## src/rtl/mc_ctrl_pkg.sv

```systemverilog
// -----------------------------------------------------------------------------
// mc_ctrl_pkg
// Shared definitions for the multicycle RV32I controller:
//   - FSM state encoding (5 bits, exported on the 'state' port)
//   - RV32I major opcode constants
//   - ALU operation codes driven on alu_control
//   - imm_src, alu_src_a, alu_src_b and result_src mux encodings
// -----------------------------------------------------------------------------
package mc_ctrl_pkg;

    typedef enum logic [4:0] {
        S_FETCH  = 5'd0,
        S_DECODE = 5'd1,
        S_EX_R   = 5'd2,
        S_EX_I   = 5'd3,
        S_EX_S   = 5'd4,
        S_EX_B   = 5'd5,
        S_EX_J   = 5'd6,
        S_EX_JR  = 5'd7,
        S_JR_WB  = 5'd8,
        S_EX_U   = 5'd9,
        S_MEM_RD = 5'd10,
        S_MEM_WR = 5'd11,
        S_WB_ALU = 5'd12,
        S_WB_MEM = 5'd13,
        S_HALT   = 5'd14,
        S_TRAP   = 5'd15
    } state_e;

    // Major opcodes (IR[6:0])
    localparam logic [6:0] OPC_LOAD   = 7'b0000011;
    localparam logic [6:0] OPC_STORE  = 7'b0100011;
    localparam logic [6:0] OPC_OPIMM  = 7'b0010011;
    localparam logic [6:0] OPC_OP     = 7'b0110011;
    localparam logic [6:0] OPC_BRANCH = 7'b1100011;
    localparam logic [6:0] OPC_JAL    = 7'b1101111;
    localparam logic [6:0] OPC_JALR   = 7'b1100111;
    localparam logic [6:0] OPC_LUI    = 7'b0110111;
    localparam logic [6:0] OPC_AUIPC  = 7'b0010111;
    localparam logic [6:0] OPC_SYSTEM = 7'b1110011;

    // ALU operation codes
    typedef logic [3:0] alu_code_t;
    localparam alu_code_t ALU_AND  = 4'd0;
    localparam alu_code_t ALU_OR   = 4'd1;
    localparam alu_code_t ALU_ADD  = 4'd2;
    localparam alu_code_t ALU_XOR  = 4'd3;
    localparam alu_code_t ALU_SLL  = 4'd4;
    localparam alu_code_t ALU_SRL  = 4'd5;
    localparam alu_code_t ALU_SUB  = 4'd6;
    localparam alu_code_t ALU_SLT  = 4'd7;
    localparam alu_code_t ALU_SRA  = 4'd8;
    localparam alu_code_t ALU_SLTU = 4'd9;

    // Immediate format select
    localparam logic [2:0] IMM_I = 3'd0;
    localparam logic [2:0] IMM_S = 3'd1;
    localparam logic [2:0] IMM_B = 3'd2;
    localparam logic [2:0] IMM_U = 3'd3;
    localparam logic [2:0] IMM_J = 3'd4;

    // ALU operand A select
    localparam logic [1:0] SRC_A_PC    = 2'b00;
    localparam logic [1:0] SRC_A_OLDPC = 2'b01;
    localparam logic [1:0] SRC_A_REG   = 2'b10;
    localparam logic [1:0] SRC_A_ZERO  = 2'b11;

    // ALU operand B select
    localparam logic [1:0] SRC_B_REG  = 2'b00;
    localparam logic [1:0] SRC_B_IMM  = 2'b01;
    localparam logic [1:0] SRC_B_FOUR = 2'b10;

    // Register-file write data select
    localparam logic [1:0] RES_ALUOUT = 2'b00;
    localparam logic [1:0] RES_MDR    = 2'b01;
    localparam logic [1:0] RES_PC     = 2'b10;

    localparam logic [6:0] F7_ZERO = 7'b0000000;
    localparam logic [6:0] F7_ALT  = 7'b0100000;

endpackage

```

## src/rtl/mc_alu_decoder.sv

```systemverilog
// -----------------------------------------------------------------------------
// mc_alu_decoder
// Combinational ALU-op decoder for the multicycle controller.
// Ports:
//   opcode_i  [6:0]  IR[6:0]
//   funct3_i  [2:0]  IR[14:12]
//   funct7_i  [6:0]  IR[31:25]
//   state_i          current controller state
//   alu_o     [3:0]  ALU operation code for this state
//   illegal_o        instruction fields are not a valid encoding for this state
// -----------------------------------------------------------------------------
module mc_alu_decoder
    import mc_ctrl_pkg::*;
(
    input  logic [6:0] opcode_i,
    input  logic [2:0] funct3_i,
    input  logic [6:0] funct7_i,
    input  state_e     state_i,
    output alu_code_t  alu_o,
    output logic       illegal_o
);

    always_comb begin
        alu_o     = ALU_AND;
        illegal_o = 1'b0;
        case (state_i)
            S_FETCH, S_DECODE, S_EX_S, S_EX_JR, S_EX_U: alu_o = ALU_ADD;

            S_EX_B: begin
                // Branch compares are done on A-B; flags come back from the ALU.
                alu_o     = ALU_SUB;
                illegal_o = (funct3_i == 3'b010) || (funct3_i == 3'b011);
            end

            S_EX_R: begin
                case ({funct7_i, funct3_i})
                    {F7_ZERO, 3'b000}: alu_o = ALU_ADD;
                    {F7_ALT,  3'b000}: alu_o = ALU_SUB;
                    {F7_ZERO, 3'b001}: alu_o = ALU_SLL;
                    {F7_ZERO, 3'b010}: alu_o = ALU_SLT;
                    {F7_ZERO, 3'b011}: alu_o = ALU_SLTU;
                    {F7_ZERO, 3'b100}: alu_o = ALU_XOR;
                    {F7_ZERO, 3'b101}: alu_o = ALU_SRL;
                    {F7_ALT,  3'b101}: alu_o = ALU_SRA;
                    {F7_ZERO, 3'b110}: alu_o = ALU_OR;
                    {F7_ZERO, 3'b111}: alu_o = ALU_AND;
                    default:           illegal_o = 1'b1;
                endcase
            end

            S_EX_I: begin
                if (opcode_i == OPC_LOAD) begin
                    alu_o = ALU_ADD;
                end else begin
                    case (funct3_i)
                        3'b000: alu_o = ALU_ADD;
                        3'b010: alu_o = ALU_SLT;
                        3'b011: alu_o = ALU_SLTU;
                        3'b100: alu_o = ALU_XOR;
                        3'b110: alu_o = ALU_OR;
                        3'b111: alu_o = ALU_AND;
                        3'b001: begin
                            // Shift immediates reuse funct7 as the upper imm bits.
                            alu_o     = ALU_SLL;
                            illegal_o = (funct7_i != F7_ZERO);
                        end
                        default: begin
                            if (funct7_i == F7_ZERO) begin
                                alu_o = ALU_SRL;
                            end else if (funct7_i == F7_ALT) begin
                                alu_o = ALU_SRA;
                            end else begin
                                illegal_o = 1'b1;
                            end
                        end
                    endcase
                end
            end

            default: ;
        endcase
    end

endmodule

```

## src/rtl/mc_control_unit.sv

```systemverilog
// -----------------------------------------------------------------------------
// mc_control_unit
// Multicycle RV32I FSM controller. Drives the shared datapath (PC, oldPC, IR,
// A/B, ALUOut, MDR) with mux selects and write strobes decoded from the
// current state and inputs.
//
// Parameters: ALU_CTRL_W (alu_control width), MEM_TIMEOUT (memory wait limit,
// 0 = no limit), TIMEOUT_W (wait counter width).
//
// Ports:
//   clk, reset                     clock, synchronous active-high reset
//   opcode/funct3/funct7           instruction fields from IR
//   alu_zero/alu_lt/alu_ltu        ALU compare flags for branches
//   mem_ready                      memory completes the current request
//   state                          current FSM state
//   mem_req/mem_we                 memory request and write qualifier
//   ir_write/pc_write/pc_src       IR/oldPC load, PC load and PC source
//   alu_src_a/alu_src_b/alu_control/imm_src   ALU operand and op selects
//   reg_write/result_src           register-file write and data select
//   retired                        pulse on the last cycle of an instruction
//   halted/trap                    sticky EBREAK / fault indicators
//
// Build option MC_PERF_COUNTERS_EN adds cycle_count and instret_count (64 bit).
// -----------------------------------------------------------------------------
module mc_control_unit
    import mc_ctrl_pkg::*;
#(
    parameter int ALU_CTRL_W  = 4,
    parameter int MEM_TIMEOUT = 0,
    parameter int TIMEOUT_W   = 8
) (
    input  logic                  clk,
    input  logic                  reset,
    input  logic [6:0]            opcode,
    input  logic [2:0]            funct3,
    input  logic [6:0]            funct7,
    input  logic                  alu_zero,
    input  logic                  alu_lt,
    input  logic                  alu_ltu,
    input  logic                  mem_ready,
    output logic [4:0]            state,
    output logic                  mem_req,
    output logic                  mem_we,
    output logic                  ir_write,
    output logic                  pc_write,
    output logic                  pc_src,
    output logic [1:0]            alu_src_a,
    output logic [1:0]            alu_src_b,
    output logic [ALU_CTRL_W-1:0] alu_control,
    output logic [2:0]            imm_src,
    output logic                  reg_write,
    output logic [1:0]            result_src,
    output logic                  retired,
    output logic                  halted,
    output logic                  trap
`ifdef MC_PERF_COUNTERS_EN
    ,
    output logic [63:0]           cycle_count,
    output logic [63:0]           instret_count
`endif
);

    localparam bit TIMEOUT_EN = (MEM_TIMEOUT > 0);
    // Count value seen on the last permitted wait cycle.
    localparam int TO_LAST    = TIMEOUT_EN ? MEM_TIMEOUT - 1 : 0;

    state_e                 state_q, state_d;
    logic   [TIMEOUT_W-1:0] wait_q, wait_d;
    alu_code_t              alu_code;
    logic                   illegal;
    logic                   br_taken;
    logic                   mem_state;
    logic                   timeout_hit;

    mc_alu_decoder u_alu_dec (
        .opcode_i  (opcode),
        .funct3_i  (funct3),
        .funct7_i  (funct7),
        .state_i   (state_q),
        .alu_o     (alu_code),
        .illegal_o (illegal)
    );

    always_comb begin
        case (funct3)
            3'b000:  br_taken = alu_zero;
            3'b001:  br_taken = !alu_zero;
            3'b100:  br_taken = alu_lt;
            3'b101:  br_taken = !alu_lt;
            3'b110:  br_taken = alu_ltu;
            3'b111:  br_taken = !alu_ltu;
            default: br_taken = 1'b0;
        endcase
    end

    assign mem_state   = (state_q == S_FETCH) || (state_q == S_MEM_RD) || (state_q == S_MEM_WR);
    // mem_ready in the limit cycle still completes the access.
    assign timeout_hit = TIMEOUT_EN && mem_state && !mem_ready
                         && (wait_q == TIMEOUT_W'(TO_LAST));

    always_comb begin
        state_d     = state_q;
        mem_req     = 1'b0;
        mem_we      = 1'b0;
        ir_write    = 1'b0;
        pc_write    = 1'b0;
        pc_src      = 1'b0;
        alu_src_a   = SRC_A_PC;
        alu_src_b   = SRC_B_REG;
        imm_src     = IMM_I;
        reg_write   = 1'b0;
        result_src  = RES_ALUOUT;
        retired     = 1'b0;
        alu_control = ALU_CTRL_W'(alu_code);

        case (state_q)
            S_FETCH: begin
                mem_req   = 1'b1;
                alu_src_a = SRC_A_PC;
                alu_src_b = SRC_B_FOUR;
                if (mem_ready) begin
                    ir_write = 1'b1;
                    pc_write = 1'b1;
                    state_d  = S_DECODE;
                end
            end

            S_DECODE: begin
                // oldPC + imm lands in ALUOut as the branch/JAL target.
                alu_src_a = SRC_A_OLDPC;
                alu_src_b = SRC_B_IMM;
                if (opcode == OPC_BRANCH) begin
                    imm_src = IMM_B;
                end else if (opcode == OPC_JAL) begin
                    imm_src = IMM_J;
                end
                case (opcode)
                    OPC_LOAD, OPC_OPIMM: state_d = S_EX_I;
                    OPC_STORE:           state_d = S_EX_S;
                    OPC_OP:              state_d = S_EX_R;
                    OPC_BRANCH:          state_d = S_EX_B;
                    OPC_JAL:             state_d = S_EX_J;
                    OPC_JALR:            state_d = S_EX_JR;
                    OPC_LUI, OPC_AUIPC:  state_d = S_EX_U;
                    OPC_SYSTEM:          state_d = S_HALT;
                    default:             state_d = S_TRAP;
                endcase
            end

            S_EX_R: begin
                alu_src_a = SRC_A_REG;
                alu_src_b = SRC_B_REG;
                state_d   = illegal ? S_TRAP : S_WB_ALU;
            end

            S_EX_I: begin
                alu_src_a = SRC_A_REG;
                alu_src_b = SRC_B_IMM;
                imm_src   = IMM_I;
                if (illegal) begin
                    state_d = S_TRAP;
                end else begin
                    state_d = (opcode == OPC_LOAD) ? S_MEM_RD : S_WB_ALU;
                end
            end

            S_EX_S: begin
                alu_src_a = SRC_A_REG;
                alu_src_b = SRC_B_IMM;
                imm_src   = IMM_S;
                state_d   = S_MEM_WR;
            end

            S_EX_B: begin
                alu_src_a = SRC_A_REG;
                alu_src_b = SRC_B_REG;
                if (illegal) begin
                    state_d = S_TRAP;
                end else begin
                    retired = 1'b1;
                    state_d = S_FETCH;
                    if (br_taken) begin
                        pc_write = 1'b1;
                        pc_src   = 1'b1;
                    end
                end
            end

            S_EX_J, S_JR_WB: begin
                // PC still holds the link value (PC+4) this cycle, so the
                // register write and the PC update can share the edge.
                reg_write  = 1'b1;
                result_src = RES_PC;
                pc_write   = 1'b1;
                pc_src     = 1'b1;
                retired    = 1'b1;
                state_d    = S_FETCH;
            end

            S_EX_JR: begin
                alu_src_a = SRC_A_REG;
                alu_src_b = SRC_B_IMM;
                imm_src   = IMM_I;
                state_d   = S_JR_WB;
            end

            S_EX_U: begin
                alu_src_a = (opcode == OPC_LUI) ? SRC_A_ZERO : SRC_A_OLDPC;
                alu_src_b = SRC_B_IMM;
                imm_src   = IMM_U;
                state_d   = S_WB_ALU;
            end

            S_MEM_RD: begin
                mem_req = 1'b1;
                if (mem_ready) begin
                    state_d = S_WB_MEM;
                end
            end

            S_MEM_WR: begin
                mem_req = 1'b1;
                mem_we  = 1'b1;
                if (mem_ready) begin
                    retired = 1'b1;
                    state_d = S_FETCH;
                end
            end

            S_WB_ALU: begin
                reg_write  = 1'b1;
                result_src = RES_ALUOUT;
                retired    = 1'b1;
                state_d    = S_FETCH;
            end

            S_WB_MEM: begin
                reg_write  = 1'b1;
                result_src = RES_MDR;
                retired    = 1'b1;
                state_d    = S_FETCH;
            end

            S_HALT, S_TRAP: ;

            default: state_d = S_TRAP;
        endcase

        if (timeout_hit) begin
            state_d = S_TRAP;
        end

        if (reset) begin
            mem_req   = 1'b0;
            mem_we    = 1'b0;
            ir_write  = 1'b0;
            pc_write  = 1'b0;
            reg_write = 1'b0;
            retired   = 1'b0;
        end
    end

    // Counter restarts whenever the access completes or the state moves on.
    assign wait_d = (TIMEOUT_EN && mem_state && !mem_ready && (state_d == state_q))
                    ? wait_q + 1'b1 : '0;

    always_ff @(posedge clk) begin
        if (reset) begin
            state_q <= S_FETCH;
            wait_q  <= '0;
        end else begin
            state_q <= state_d;
            wait_q  <= wait_d;
        end
    end

    assign state  = state_q;
    assign halted = (state_q == S_HALT);
    assign trap   = (state_q == S_TRAP);

`ifdef MC_PERF_COUNTERS_EN
    logic [63:0] cycle_q, instret_q;

    always_ff @(posedge clk) begin
        if (reset) begin
            cycle_q   <= '0;
            instret_q <= '0;
        end else begin
            if ((state_q != S_HALT) && (state_q != S_TRAP)) begin
                cycle_q <= cycle_q + 64'd1;
            end
            if (retired) begin
                instret_q <= instret_q + 64'd1;
            end
        end
    end

    assign cycle_count   = cycle_q;
    assign instret_count = instret_q;
`endif

endmodule

```

## config.mk

```make
export PLATFORM = sky130hd
export DESIGN_NAME = mc_control_unit
export DESIGN_NICKNAME = d
export VERILOG_FILES = /design/src/rtl/mc_ctrl_pkg.sv /design/src/rtl/mc_alu_decoder.sv /design/src/rtl/mc_control_unit.sv
export SDC_FILE = /design/constraint.sdc
export NUM_CORES = 1
export LEC_CHECK = 0
export CAP_MARGIN = 25
export CORE_MARGIN = 5
export CORE_UTILIZATION = 45
export DETAILED_ROUTE_END_ITERATION = 16
export GPL_TIMING_DRIVEN = 1
export PLACE_DENSITY_LB_ADDON = 0.2
export REMOVE_ABC_BUFFERS = 1
export SYNTH_ARGS = -nofsm -noshare
export SYNTH_HDL_FRONTEND = slang
export SYNTH_HIERARCHICAL = 1
export SYNTH_SLANG_ARGS = --single-unit
```

## constraint.sdc

```tcl
create_clock -name clk -period 3.4 [get_ports clk]
set_input_delay 0.34 -clock clk [delete_from_list [all_inputs] [get_ports clk]]
set_output_delay 0.34 -clock clk [all_outputs]
set_load 0.01 [all_outputs]
```

==> results of run 1 <==
[kinds of logic after synthesis]
kind of cell / count (synthesis)
mux: 1
simple gates: 86
flops: 4
other cells: 1
buf+inv: 18
compound gates: 56
fa+ha+maj: 1
xor+xnor: 6
[metrics by stage]
stage	hold slack [ns]	setup TNS, ns
2_1_floorplan	0.520	0
3_3_place_gp	0.728	0
3_5_place_dp	0.735	-0.0398
4_1_cts	0.740	0
5_1_grt	0.791	0
6_report	0.742	0
[Yosys cell counts, drive strengths merged, types with 2 or more instances]
library cell	number
xor2	2
buf	4
nand3b	2
a21o	2
o31ai	4
nand4	5
or2	2
xnor2	4
o22a	2
a211o	2
o21ai	13
nor4	3
nand2b	9
a21oi	12
o32a	4
clkbuf	11
and3	4
nand3	3
nor2b	8
a31oi	5
or4	2
inv	3
dfxtp	4
nor3b	4
nand2	13
nor2	17
nor3	9
[final cells by class]
class                           count  area, um2  share of cell area (%)
Clock buffer                        3       22.5                    1.33
Tap cell                           30       37.5                    2.22
Multi-Input combinational cell    154        961                    56.9
Timing Repair Buffer               61        576                    34.1
Inverter                            3       11.3                   0.667
Sequential cell                     4       80.1                    4.74
[power breakdown]
part / switching [uW] / leakage [uW] / total (uW) / internal, uW
Combinational: 437 / 0.000567 / 839 / 402
Sequential: 12.5 / 0.0000331 / 80.8 / 68.3
Clock: 20.1 / 0.0000138 / 59.6 / 39.5
[layer usage]
layer	wire (um)	global-route usage, %	part of all wire [%]
met3	152	2.59	4.2
met5	0	0	0
met1	1550	24.2	42
met4	64	8.23	1.8
met2	1890	38.7	52
[path summary, 6_finish.rpt]
kind                                 from  endpoint  slack [ns]  depth (start not counted)
worst max-delay path            opcode[2]    pc_src        0.16                          9
worst min-delay path             state[1]  state[3]        0.74                          3
worst max register to register   state[1]  state[2]        1.26                          8
worst min register to register   state[1]  state[3]        0.74                          3
[cell usage in the layout (no fill, tap or decap), types with 2 or more instances in the layout]
cell type,instances
o22a_1,2
conb_1,4
inv_1,3
dlygate4sd2_1,2
buf_4,13
a21o_1,2
nor3b_1,4
nand3_1,3
o31ai_1,4
nor4_1,2
a31oi_1,5
clkbuf_4,3
nand2_1,13
o32a_1,4
xor2_1,2
nor2b_1,8
nand4_1,5
xnor2_1,4
clkdlybuf4s50_1,46
a21oi_1,12
nand3b_1,2
and3_1,4
a211o_1,2
nor3_1,9
o21ai_0,13
dfxtp_1,4
nor2_1,17
nand2b_1,9
[worst register-to-register path, cell delays in order (launching register included)]
cell and delay [ns]:
dfxtp_1 0.32, nor3b_1 0.54, o211ai_2 0.20, a311oi_1 0.21
or3_1 0.19, buf_4 0.13, nor4_1 0.05, a211o_1 0.29
a31oi_1 0.15
[what timing repair did]
| item | CTS | global route |
|---|---|---|
| pin swaps | 0 | 1 |
| setup endpoints to repair | 2 | 1 |
| resized for setup | 2 | 0 |
==> flow_summary.toml, run 1 <==
[timing]
worst_pin_slew_ns = 0.629
skew_ns = 0.00216
fin_crit_ns = 3.24
setup_viol = 0
rsz0062_at_grt = "no"
fin_crit_sh_pct = 95.3
fin_ws_ns = 0.160
finalHoldViolCount = 0
finalMaxSlewViolations = 0
fmax_ghz = 0.309
slew-limit-headroom_pct = 57.9

[synth]
synth.ff_latch_count = 4
synth.distinct_cells = 52
synthMuxAreaShare_pct = 0.901
yosys.area.top_type = "dfxtp_1"
async_reset_ff_share_pct = 0
synth_xor_area_share_pct = 4.73
synth_warnings = 6
synth_adder_area_share_pct = 0.901
synth_ff_type = "dfxtp_1"
syn-mean-instance-area_um2 = 6.42
synth_enable_flop_cells = 0
synth_compound_area_share_pct = 34.5
synth_area_leaders = "dfxtp_1 7.2%, o21ai_0 5.9%, nor2_1 5.7%"
synth_simple_gate_area_share_pct = 44.1
yosysSeqAreaShare_pct = 7.21
syn-instance-count = 173
syn-cell-area_um2 = 1110
synth_top_family_by_area = "simple AND/OR/NAND/NOR gates"
synth_top_cell_area_share_pct = 7.21

[global_routing]
overflow = 0
track_usage_pct = 21.0
grt_max_degree = 29
grt_pass1_wl_mm = 6.02
antenna_found_initial = 0
grt_pass1_vias = 1471

[clock_tree]
cts_sinks = 4
cts_tree = "yes"
clockRootBuffer = "clkbuf_4"
cts_buffer_depth = 2
insertion_delay_ns = 0.24
cts_hold_buf = 0
numCtsBuffers = 3
clk_pin_slew_ns = 0.04
post_cts_buffers = 0
htree_levels = 1

[setup_path]
crit_type = "input port to primary output"
max_stage_delay_ns = 0.56
arrival_ns = 2.90
cpLargestDelayFamily = "simple AND/OR/NAND/NOR gates"
path_buf_inv = 2
end_kind = "primary output"
cp.required_ns = 3.06
cp_cell_sequence = "clkdlybuf4s50_1 -> or4_4 -> o211ai_2 -> a311oi_1 -> or3_1 -> nor3_1 -> o31ai_1 -> nand2b_1 -> clkdlybuf4s50_1"
cp_max_fo = 3
cp_slowest_cell = "or4_4"
crit_top_cell = "clkdlybuf4s50_1"
critPathLaunchType = "input port"

[hold_path]
hold_path_class = "flop to flop"

[detailed_routing]
ant_nets = 0
drc = 0
drt-vias-per-instance = 5.88
wirelength_mm = 3.66
dr.pass1.iters = 4
routedWlPerCell_um = 14.3
drt_iter0_drc = 94
via_count = 1500

[die]
die_w_um = 59.7
dieArea_um2 = 3560
pin_count = 50
initial_core_util_pct = 46.1
core_area_um2 = 2410
num_rows = 18
die_h_um = 59.7

[placement]
dpl.hpwl_mm = 2.82
dpl_cell_area_um2 = 1670
pre_cts_slack_ns = -0.0378
gp_congestion = 0.840
dp.cells = 252
io_buffer_count = 48

[finish]
finish.utilization_pct = 70.0
drive_gt1_share_pct = 9.33
design_area_um2 = 1690
antennaDiodeCount = 0
fin_nets = 250
syn_to_final_growth_pct = 51.9
largest_reg_flops = 4
final_cells = 255
n_fill_cell = 212

[power]
power_uw = 979
p_leak_uw = 0.000614
irDropWorstVdd_uv = 550
p_per_area_nw_per_um2 = 580

[outcome]
status = "finished clean"

[run]
cap_violations = 0
No activity file was read; power rests on OpenSTA's default activity.
==> inputs of run 2 (changes only) <==
Settings changed: REMOVE_ABC_BUFFERS 1 to not set.
Clock period 3.4 ns to 3.9 ns, I/O delays scaled along.
==> run 2 against run 1 <==
  * Clock skew increased by 0.0063 ns
  * Register-to-register slack better by 0.53 ns
  * Non-clock buffer count shrank 5
  * Combinational power decreased by 12%
  * Worst setup slack better by 0.12 ns
  * Design area is 2.1% lower
  * Clock power fell by 13%
  * Hold slack improved by 0.0071 ns
  * Critical path depth is 1 higher
  * Sequential share of layout area rose by 0.10 points
==> flow_summary.toml, run 2 (synthesis gave the netlist of run 1 again) <==
[outcome]
status = "finished clean"

[timing]
slew-limit-headroom_pct = 63.7
fmax_ghz = 0.276
worst_pin_slew_ns = 0.543
finalMaxSlewViolations = 0
skew_ns = 0.00844
tns_ns = 0
rsz0062_at_grt = "no"
finalHoldViolCount = 0
fin_crit_sh_pct = 92.9
fin_crit_ns = 3.62
setup_viol = 0
fin_ws_ns = 0.278

[placement]
io_buffer_count = 48
gp_congestion = 0.954
dpl.hpwl_mm = 2.82
dp.cells = 247
pre_cts_slack_ns = 0.305
dpl_cell_area_um2 = 1630

[detailed_routing]
dr.pass1.iters = 4
drt-vias-per-instance = 6.00
drc = 0
via_count = 1501
ant_nets = 0
wirelength_mm = 3.61
drt_iter0_drc = 112
routedWlPerCell_um = 14.4

[clock_tree]
numCtsBuffers = 3
cts-resized-gates = 0
cts_buffer_depth = 2
clockRootBuffer = "clkbuf_4"
cts_hold_buf = 0
insertion_delay_ns = 0.24
post_cts_buffers = 0
cts_sinks = 4
cts_tree = "yes"
clk_pin_slew_ns = 0.03
htree_levels = 1

[power]
irDropWorstVdd_uv = 418
power.share.switching_pct = 48.3
p_per_area_nw_per_um2 = 520
p_clk_share_pct = 6.0
power_frac_comb_pct = 85.7
p_switching_uw = 416
p_int_uw = 444
p_leak_uw = 0.000582
p_seq_share_pct = 8.3

[hold_path]
hold_path_class = "flop to flop"
hp-start = "state[1]"

[die]
dieArea_um2 = 3560
pin_count = 50
num_rows = 18
core_area_um2 = 2410
initial_core_util_pct = 46.1
die_w_um = 59.7
die_h_um = 59.7

[setup_path]
crit_type = "input port to primary output"
cp.required_ns = 3.51
end_kind = "primary output"
r2r_slack_ns = 1.79
cp_max_fo = 7
critPathLaunchType = "input port"
crit_path_start = "opcode[6]"
r2r_start = "state[1]"
arrival_ns = 3.23

[finish]
final_common_cell = "clkdlybuf4s50_1"
largest_reg_flops = 4
fin_nets = 245
finish.utilization_pct = 68.6
syn_to_final_growth_pct = 48.8
antennaDiodeCount = 0
n_fill_cell = 215
layout_common_cells = "48 x clkdlybuf4s50_1, 17 x nor2_1, 13 x nand2_1, 13 x o21ai_0, 12 x a21oi_1"
design_area_um2 = 1650
final_cells = 250
drive_gt1_share_pct = 7.27

[global_routing]
grt_pass1_wl_mm = 6.09
track_usage_pct = 21.3
grt_max_degree = 29
overflow = 0
grt_pass1_vias = 1390
antenna_found_initial = 0

[run]
cap_violations = 0
## run 2: cell types whose count changed in the layout (fill, tap and decap cells not counted)
| cell | previous run | this run |
|---|---|---|
| clkdlybuf4s50_1 | 46 | 48 |
| dlygate4sd2_1 | 2 | 0 |
| buf_4 | 13 | 8 |
## run 2: path summary, 6_finish.rpt
| check | cells past startpoint | endpoint |
|---|---|---|
| max | 10 | retired |
| min | 3 | state[3] |
| max reg2reg | 7 | state[2] |
| min reg2reg | 3 | state[3] |
## run 2: layout make-up
| class | instances | area, um2 | share of cell area, % |
|---|---|---|---|
| multi-input cells | 154 | 961 | 58.1 |
| repair buffers | 56 | 541 | 32.7 |
| flip-flops and latches | 4 | 80.1 | 4.84 |
| well taps | 30 | 37.5 | 2.27 |
| clock buffers | 3 | 22.5 | 1.36 |
| inverters | 3 | 11.3 | 0.681 |
## run 2: power by group through the flow
stage | clock (uW) | sequential (uW) | combinational (uW)
floorplan | 0 | 99.2 | 410
global placement | 0 | 68.1 | 718
detailed placement | 0 | 69.8 | 731
CTS | 53.7 | 70.0 | 734
global route | 54.0 | 72.0 | 803
finish | 51.6 | 71.1 | 737
## run 2: through the flow
step,hold slack (ns),power (uW)
after floorplan,0.570,509
final,0.749,860
after global routing,0.799,929
after detailed placement,0.719,801
after CTS,0.751,857
after global placement,0.723,786
## run 2: worst max-delay path, stage by stage
cell	delay [ns]
clkdlybuf4s50_1	0.51
or4_4	0.47
o211ai_2	0.25
a311oi_1	0.07
or3_1	0.45
nand2b_1	0.20
nor2_1	0.09
o21ai_0	0.09
a21oi_1	0.16
clkdlybuf4s50_1	0.56
## run 2: layer usage
metal / part of all wire, % / vias to the layer above / GRT usage [%] / wire [um]
li1: - / 741 / - / -
met1: 42 / 678 / 29.2 / 1530
met2: 48 / 78 / 34.3 / 1730
met3: 9.0 / 4 / 2.59 / 326
met4: 0.69 / 0 / 6.65 / 25
met5: 0 / - / 0 / 0
